$ cat config.mk
export PLATFORM = sky130hd
export DESIGN_NAME = acc_cmd_queue
export DESIGN_NICKNAME = d
export VERILOG_FILES = /design/src/rtl/acc_cmd_queue.sv
export SDC_FILE = /design/constraint.sdc
export NUM_CORES = 1
export LEC_CHECK = 0
export BUFFER_PORTS_ARGS = -buffer_cell sky130_fd_sc_hd__buf_2
export CORE_ASPECT_RATIO = 0.8
export CORE_MARGIN = 1
export CORE_UTILIZATION = 50
export DETAILED_ROUTE_END_ITERATION = 16
export HOLD_SLACK_MARGIN = 0.15
export PLACE_DENSITY = 0.7
export SYNTH_ARGS = -nofsm -noshare
export SYNTH_HDL_FRONTEND = slang
export SYNTH_SLANG_ARGS = --single-unit
$ cat constraint.sdc
create_clock -name clk -period 4 [get_ports clk]
set_clock_uncertainty 0.05 [all_clocks]
set_input_delay 0.2 -clock clk [delete_from_list [all_inputs] [get_ports clk]]
set_output_delay 0.2 -clock clk [all_outputs]
set_load 0.02 [all_outputs]
$ cat src/rtl/acc_cmd_queue.sv
// acc_cmd_queue: command queue and issue sequencer in front of the 8-bit
// accumulator ALU. It buffers host (op, operand, repeat) commands in a circular
// buffer and issues each command rpt+1 times, one issue per accepted cycle.
//
// Ports:
//   clk, rst_n        clock, synchronous active-low reset
//   flush             synchronous clear of queue and repeat counter
//   pause             suppresses issue while high; queue contents held
//   cmd_valid/ready   host command handshake; cmd_op, cmd_data, cmd_rpt payload
//   issue_valid/ready accumulator handshake; issue_op, issue_data, issue_last
//   level, busy       stored command count and level!=0
module acc_cmd_queue #(
    parameter int unsigned DEPTH = 4,
    parameter int unsigned CW    = $clog2(DEPTH + 1)
) (
    input  logic          clk,
    input  logic          rst_n,
    input  logic          flush,
    input  logic          pause,
    input  logic          cmd_valid,
    input  logic [1:0]    cmd_op,
    input  logic [7:0]    cmd_data,
    input  logic [1:0]    cmd_rpt,
    output logic          cmd_ready,
    output logic          issue_valid,
    output logic [1:0]    issue_op,
    output logic [7:0]    issue_data,
    output logic          issue_last,
    input  logic          issue_ready,
    output logic [CW-1:0] level,
    output logic          busy
);

    localparam int unsigned AW = $clog2(DEPTH);

    typedef enum logic [1:0] {
        ST_IDLE  = 2'd0,
        ST_ISSUE = 2'd1,
        ST_HOLD  = 2'd2
    } state_e;

    typedef struct packed {
        logic [1:0] op;
        logic [7:0] data;
        logic [1:0] rpt;
    } entry_t;

    state_e          state_q, state_d;
    entry_t          mem_q [DEPTH];
    entry_t          mem_d [DEPTH];
    logic [AW-1:0]   wr_ptr_q, wr_ptr_d;
    logic [AW-1:0]   rd_ptr_q, rd_ptr_d;
    logic [CW-1:0]   count_q, count_d;
    logic [1:0]      rcnt_q, rcnt_d;

    entry_t          head;
    logic            push;
    logic            issue_fire;
    logic            pop;

    // Handshake decode; reset and flush block both transfers in their cycle.
    assign head        = mem_q[rd_ptr_q];
    assign cmd_ready   = rst_n && !flush && (count_q != CW'(DEPTH));
    assign issue_valid = rst_n && !flush && (state_q == ST_ISSUE);
    assign issue_op    = head.op;
    assign issue_data  = head.data;
    assign issue_last  = (rcnt_q == head.rpt);
    assign level       = count_q;
    assign busy        = (count_q != '0);

    assign push       = cmd_valid && cmd_ready;
    assign issue_fire = issue_valid && issue_ready;
    assign pop        = issue_fire && issue_last;

    // Storage, pointers, count and repeat counter next-state.
    always_comb begin
        mem_d    = mem_q;
        wr_ptr_d = wr_ptr_q;
        rd_ptr_d = rd_ptr_q;
        count_d  = count_q;
        rcnt_d   = rcnt_q;

        if (push) begin
            mem_d[wr_ptr_q] = '{op: cmd_op, data: cmd_data, rpt: cmd_rpt};
            wr_ptr_d        = wr_ptr_q + AW'(1);
        end

        if (pop) begin
            rd_ptr_d = rd_ptr_q + AW'(1);
        end

        case ({push, pop})
            2'b10:   count_d = count_q + CW'(1);
            2'b01:   count_d = count_q - CW'(1);
            default: count_d = count_q;
        endcase

        if (issue_fire) begin
            rcnt_d = issue_last ? 2'd0 : rcnt_q + 2'd1;
        end

        if (flush) begin
            wr_ptr_d = '0;
            rd_ptr_d = '0;
            count_d  = '0;
            rcnt_d   = '0;
        end
    end

    // Issue FSM next-state; looks at count_d so a push is issued the next cycle.
    always_comb begin
        state_d = state_q;
        case (state_q)
            ST_IDLE: begin
                if (count_d != '0) begin
                    state_d = pause ? ST_HOLD : ST_ISSUE;
                end
            end
            ST_ISSUE: begin
                if (count_d == '0) begin
                    state_d = ST_IDLE;
                end else if (pause) begin
                    state_d = ST_HOLD;
                end
            end
            ST_HOLD: begin
                if (!pause) begin
                    state_d = ST_ISSUE;
                end
            end
            default: state_d = ST_IDLE;
        endcase

        if (flush) begin
            state_d = ST_IDLE;
        end
    end

    // State registers; reset also clears storage so idle outputs read zero.
    always_ff @(posedge clk) begin
        if (!rst_n) begin
            state_q  <= ST_IDLE;
            wr_ptr_q <= '0;
            rd_ptr_q <= '0;
            count_q  <= '0;
            rcnt_q   <= '0;
            for (int unsigned i = 0; i < DEPTH; i++) begin
                mem_q[i] <= '0;
            end
        end else begin
            state_q  <= state_d;
            wr_ptr_q <= wr_ptr_d;
            rd_ptr_q <= rd_ptr_d;
            count_q  <= count_d;
            rcnt_q   <= rcnt_d;
            for (int unsigned i = 0; i < DEPTH; i++) begin
                mem_q[i] <= mem_d[i];
            end
        end
    end

endmodule
## Word level (Yosys, flattened, before mapping)

Cells that the tools add are included.

| storage, ports and cells | value |
|---|---|
| register bits | 59 |
| latch bits | 0 |
| memory bits (writable) | 0 |
| memory bits (read-only) | 0 |
| input bits | 18 |
| output and inout port bits | 17 |
| memories | 0 |

| cells by class | value |
|---|---|
| $add $sub $neg | 5 |
| $mul | 0 |
| div/mod/pow operators | 0 |
| $lt $le $gt $ge | 3 |
| eq/ne operators | 9 |
| shifts and indexed selects | 0 |
| mux-type cells | 15 |
| bitwise logic cells | 3 |
| reduce and logical (&&, ||, !) cells | 14 |

Operator list:

| cell | count |
|---|---|
| 48-bit bitwise mux | 1 |
| 12-bit 2-to-1 mux | 3 |
| 12-bit binary-select mux with 2-bit select | 1 |
| 12-bit demux with 2-bit select | 1 |
| 2-bit 2-to-1 mux | 6 |
| 1-bit logical AND | 7 |
| 2-bit by 1-bit adder with 2-bit output, second input constant | 3 |
| 3-bit >= comparator, second input constant | 2 |
| 2-bit NOT with 3-bit output | 2 |
| 2-bit case mux with 3 select lines | 1 |
| 3-bit case mux with 2 select lines | 1 |
| 3-bit nonzero test | 2 |
| 2-bit by 1-bit == test with 1-bit output, second input constant | 2 |
| 2-bit == test, second input constant | 2 |
| 2-bit inequality test, second input constant | 2 |
| 3-bit by 1-bit adder with 3-bit output, second input constant | 1 |
| 3-bit zero test | 1 |
| 3-bit by 1-bit less-than comparator with 1-bit output, second input constant | 1 |
| 3-bit 2-to-1 mux | 1 |
| 3-bit by 2-bit inequality test with 1-bit output, second input constant | 1 |
| 3-bit inequality test, second input constant | 1 |
| 3-bit AND reduction | 1 |
| 3-bit by 1-bit subtractor with 3-bit output, second input constant | 1 |
| 2-bit == test | 1 |
| 4 further kinds | 4 |

## Logic depth before layout (Yosys ltp)

| depth | value |
|---|---|
| depth in word-level cells | 12 |
| depth in mapped cells | 11 |
| gate-level depth less buffers | 9 |

## Worst setup path before layout

OpenSTA, ideal clock, no wires.

| timing | value |
|---|---|
| kind | register to register |
| start | register count_q[2] (netlist: level[2]) |
| end | register state_q[0] |
| data arrival time | 2.671 ns |
| required time | 3.813 ns |
| path slack | 1.142 ns |
| stages on the path, launching flop included | 12 |
| clock period less this slack | 2.858 ns |
| cells stage by stage | dfxtp_1 > or3b_2 > and3_1 > buf_2 > buf_2 > inv_1 > ha_1 > fa_1 > nor3b_1 > a21oi_1 > nor4_1 > a2111oi_0 |

| between the ends | value |
|---|---|
| cells in the longest elaborated chain, start to end | 9 |
| elaborated cells on any way between the ends | 16 |
| those cells by class | add/sub: 2; eq/ne: 5; mux: 4; reduce/logical: 5 |

Ends and longest elaborated chain:

| what | RTL line | RTL |
|---|---|---|
| start: declaration | 53 | `logic [CW-1:0] count_q, count_d;` |
| start signal: assignment | 154 | `count_q <= count_d;` |
| 3-bit inequality test | 63 | `assign cmd_ready = rst_n && !flush && (count_q != CW'(DEPTH));` |
| 1-bit logical AND | 63 |  |
| 1-bit logical AND | 71 | `assign push = cmd_valid && cmd_ready;` |
| 2-bit by 1-bit == test with 1-bit output or 2-bit == test (tied branches) | 92 | `case ({push, pop})` |
| 3-bit case mux with 2 select lines (*) | 92 |  |
| 3-bit 2-to-1 mux (*) | 102 | `if (flush) begin` |
| 3-bit zero test or 3-bit nonzero test (tied branches) | 120, 115 |  |
| 3-bit by 2-bit inequality test with 1-bit output (no source line) (tied with other cells) | -- |  |
| 3-bit AND reduction (no source line) or 2-bit case mux with 3 select lines (tied branches) | -- |  |
| end signal: assignment | 151 | `state_q <= state_d;` |
| end: declaration | 48 | `state_e state_q, state_d;` |

Every way passes the cells marked *; elsewhere a longest branch is shown, timed or not.
A chain may end at the register's enable or synchronous reset.

## Final worst setup path

| timing | value |
|---|---|
| start | register rd_ptr_q[1] |
| end | register state_q[1] |

| between the ends | value |
|---|---|
| cells in the longest elaborated chain, start to end | 12 |
| elaborated cells on any way between the ends | 17 |
| those cells by class | eq/ne: 5; mux: 7; bitwise: 1; reduce/logical: 4 |

Ends and longest elaborated chain:

| what | RTL line | RTL |
|---|---|---|
| start: declaration | 52 | `logic [AW-1:0] rd_ptr_q, rd_ptr_d;` |
| start signal: assignment | 153 | `rd_ptr_q <= rd_ptr_d;` |
| 2-bit NOT with 3-bit output (not written as such) (*) | 62 | `assign head = mem_q[rd_ptr_q];` |
| 12-bit binary-select mux with 2-bit select (*) | 62 |  |
| 12-bit 2-to-1 mux (not written as such) (*) (2 in a row) | 62 |  |
| 2-bit == test (*) | 67 | `assign issue_last = (rcnt_q == head.rpt);` |
| 1-bit logical AND (*) | 73 | `assign pop = issue_fire && issue_last;` |
| via pop | 59 | `logic pop;` |
| 2-bit by 1-bit == test with 1-bit output or 2-bit == test (tied branches) | 92 |  |
| 3-bit case mux with 2 select lines (*) | 92 |  |
| 3-bit 2-to-1 mux (*) | 102 |  |
| 3-bit zero test or 3-bit nonzero test (tied branches) | 120, 115 |  |
| 3-bit by 2-bit inequality test with 1-bit output (no source line) (tied with other cells) | -- |  |
| 3-bit AND reduction (no source line) or 2-bit case mux with 3 select lines (tied branches) | -- |  |

Mark *: on every way through the listed nets, which the timed path passes. The rest lies on a longest branch. The select of a mux whose other input is x is not followed.

==> flow_summary.json <==
{
  "final_common_cell": "dfxtp_1",
  "powerDensity_nw_per_um2": 363,
  "clockPowerShare_pct": 42.2,
  "vias_per_cell": 5.80,
  "use_met1_pct": 35.5,
  "critPathLaunchType": "flip-flop",
  "tns_ns": 0,
  "period_share_pct": 82.6,
  "p_switching_mw": 0.278,
  "synth_warnings": 0,
  "combPwrFrac_pct": 7.1,
  "crit_required_ns": 4.15,
  "htree_levels": 3,
  "grt_usage_pct": 25.2,
  "fmax_mhz": 303,
  "final_core_util_pct": 63.0,
  "crit_fanout": 9,
  "p_seq_share_pct": 50.6,
  "avgSynthCellArea_um2": 9.26,
  "clkTransAtPathRegs_ns": 0.07,
  "worstReg2RegStart": "rd_ptr_q[1]",
  "cts_buffers": 9,
  "vias": 2330,
  "most-common-layout-cells": "dfxtp_1, nand2_1, nand3_1",
  "cts.path.max_buffers": 2,
  "run_status": "finished with violations",
  "antenna_found_initial": 0,
  "core_um2": 5150,
  "final_hold_viol_count": 0,
  "critPathLaunch": "rd_ptr_q[1]",
  "r2r_cells": 10,
  "leakagePower_nw": 1.16,
  "pin_count": 35,
  "worstMarginPinSlew_ns": 0.759,
  "setup_viol": 0,
  "final_nets": 360,
  "clkSinkCount": 59,
  "p_sw_share_pct": 23.6,
  "diodes": 0,
  "violations": "DRC",
  "layout_min_cycle_time_ns": 3.30,
  "grt_start_max_net_pins": 52,
  "cap_violations": 0,
  "cts_tree": "done",
  "fillers": 461,
  "crit_type": "flip-flop to flip-flop",
  "die-area_um2": 5800,
  "port_buffers": 34,
  "dp_hpwl_mm": 4.06,
  "rsz0062_at_grt": "no",
  "ys_seq_area_share_pct": 42.9,
  "grt_pass1_wl_mm": 10.8,
  "drtIter0Drc": 159,
  "grt_pass1_vias": 2129,
  "syn_inst": 297,
  "start_util_pct": 53.4,
  "overflow": 0,
  "ir_drop_v": 0.000208,
  "r2r_slack_ns": 0.70,
  "grt_use_met2_pct": 37.0,
  "cts_root_buffer": "clkbuf_8",
  "insertion_delay_ns": 0.33,
  "routedWlPerCell_um": 16.4,
  "synth_area_um2": 2750,
  "r2r-end": "state_q[1]",
  "busiest_layer": "met2",
  "grtUsageMet3_pct": 7.00,
  "synth_nets": 321,
  "hp-class": "input port to flip-flop",
  "rows": 23,
  "drc": 2,
  "die_x_um": 84.9,
  "slew_violations": 0,
  "ys_seq_elements": 59,
  "crit_end": "state_q[1]",
  "ant_nets": 0,
  "area_growth_pct": 18.1,
  "dr.pass1.iters": 10,
  "end_kind": "flip-flop",
  "finalWeightedCongestion": 0.759,
  "layout-drive-gt1-share_pct": 19.1,
  "cp.arrival_ns": 3.45,
  "wirelength_mm": 6.59,
  "die_h_um": 68.3,
  "ys_types": 35,
  "p_int_mw": 0.900,
  "slew_headroom_pct": 49.3
}
[cells by family (layout without fill, tap and decap cells)]
family,count (synthesis),in the layout,synth area share [%]
AO/OA/AOI/OAI,59,59,15.9
XOR/XNOR,5,5,1.59
adder cells (fa/ha/maj),6,6,3.00
buffers and inverters,29,72,4.32
flip-flops,59,59,42.9
multiplexers,15,15,11.2
AND/OR/NAND/NOR,124,124,21.0
[cell type report]
type / instances / area [um2] / share of cell area (%)
multi-input cells: 209 / 1450 / 44.7
flip-flops and latches: 59 / 1180 / 36.4
repair buffers: 52 / 340 / 10.5
clock buffers: 13 / 169 / 5.20
well taps: 62 / 77.6 / 2.39
inverters: 5 / 18.8 / 0.578
clock inverters: 2 / 10.0 / 0.308
[layer usage]
layer  wire length [um]  vias up
met2               2900       84
met4                 97        0
met5                  0        -
met3                483       10
met1               3100     1103
li1                   -     1133
[power groups by stage]
stage | clock [mW] | combinational (mW) | sequential (mW)
3_3_place_gp | 0 | 0.0732 | 0.609
4_1_cts | 0.507 | 0.0837 | 0.596
2_1_floorplan | 0 | 0.0447 | 0.609
3_5_place_dp | 0 | 0.0730 | 0.609
5_1_grt | 0.533 | 0.0918 | 0.597
6_report | 0.497 | 0.0842 | 0.596
[repair_timing]
item | 4_1_cts | 5_1_grt
hold buffers | 14 | 0
setup buffers | 0 | 0
hold endpoints to repair | 51 | 0
resized for setup | 0 | 0
[state kept, by name, summed over array words and instances, names as in the netlist]
name,count
level,3
mem_q,48
rcnt_q,2
rd_ptr_q,2
state_q,2
wr_ptr_q,2
[metrics by stage]
| step | area (um2) | hold slack [ns] | cells | setup slack, ns | power [mW] |
|---|---|---|---|---|---|
| final | 3250 | 0.187 | 402 | 0.698 | 1.18 |
| after global routing | 3250 | 0.195 | 402 | 0.371 | 1.22 |
| after CTS | 3250 | 0.166 | 402 | 0.708 | 1.19 |
| after detailed placement | 2930 | 0.353 | 373 | 0.712 | 0.682 |
| after global placement | 2930 | 0.344 | 373 | 0.782 | 0.682 |
| after floorplan | 2750 | 0.242 | 297 | 1.14 | 0.654 |
[worst max-delay path: stages (launching register included)]
cell and delay, ns:
dfxtp_1 0.58, buf_4 0.25, mux4_2 0.31, xor2_1 0.20, nor3_1 0.42, ha_1 0.29
fa_1 0.45, nor3b_1 0.20, a21oi_1 0.07, nor4_1 0.25, a2111oi_0 0.10
[worst min-delay path by stage]
| stage | cells after the start | to | startpoint |
|---|---|---|---|
| detailed placement | 2 | state_q[0] | pause |
| finish | 3 | level[2] | flush |
| global placement | 2 | state_q[0] | pause |
| CTS | 3 | level[2] | flush |
| floorplan | 1 | state_q[0] | pause |
| global route | 3 | level[2] | flush |
[cells in the mapped netlist (all sizes together)]
library cell	n	area, um2
mux4	12	278
or3	1	6.26
buf	7	36.3
nor2	6	22.5
mux2	1	11.3
a21oi	4	20.0
nand4	4	25.0
fa	1	20.0
nand2b	1	6.26
clkbuf	17	63.8
nor3b	1	7.51
o2111ai	1	8.76
nor4	1	6.26
a21boi	48	360
a2111oi	2	17.5
dfxtp	59	1180
xnor2	3	26.3
nor2b	1	6.26
nor4b	1	8.76
o21a	2	15.0
nand2	53	199
xor2	2	17.5
and3	1	6.26
ha	5	62.6
or3b	1	8.76
nand3	49	245
mux2i	2	20.0
and4bb	1	12.5
inv	5	18.8
nor3	2	10.0
o31ai	2	15.0
or4	1	7.51
No activity file was read; power rests on OpenSTA's default activity.
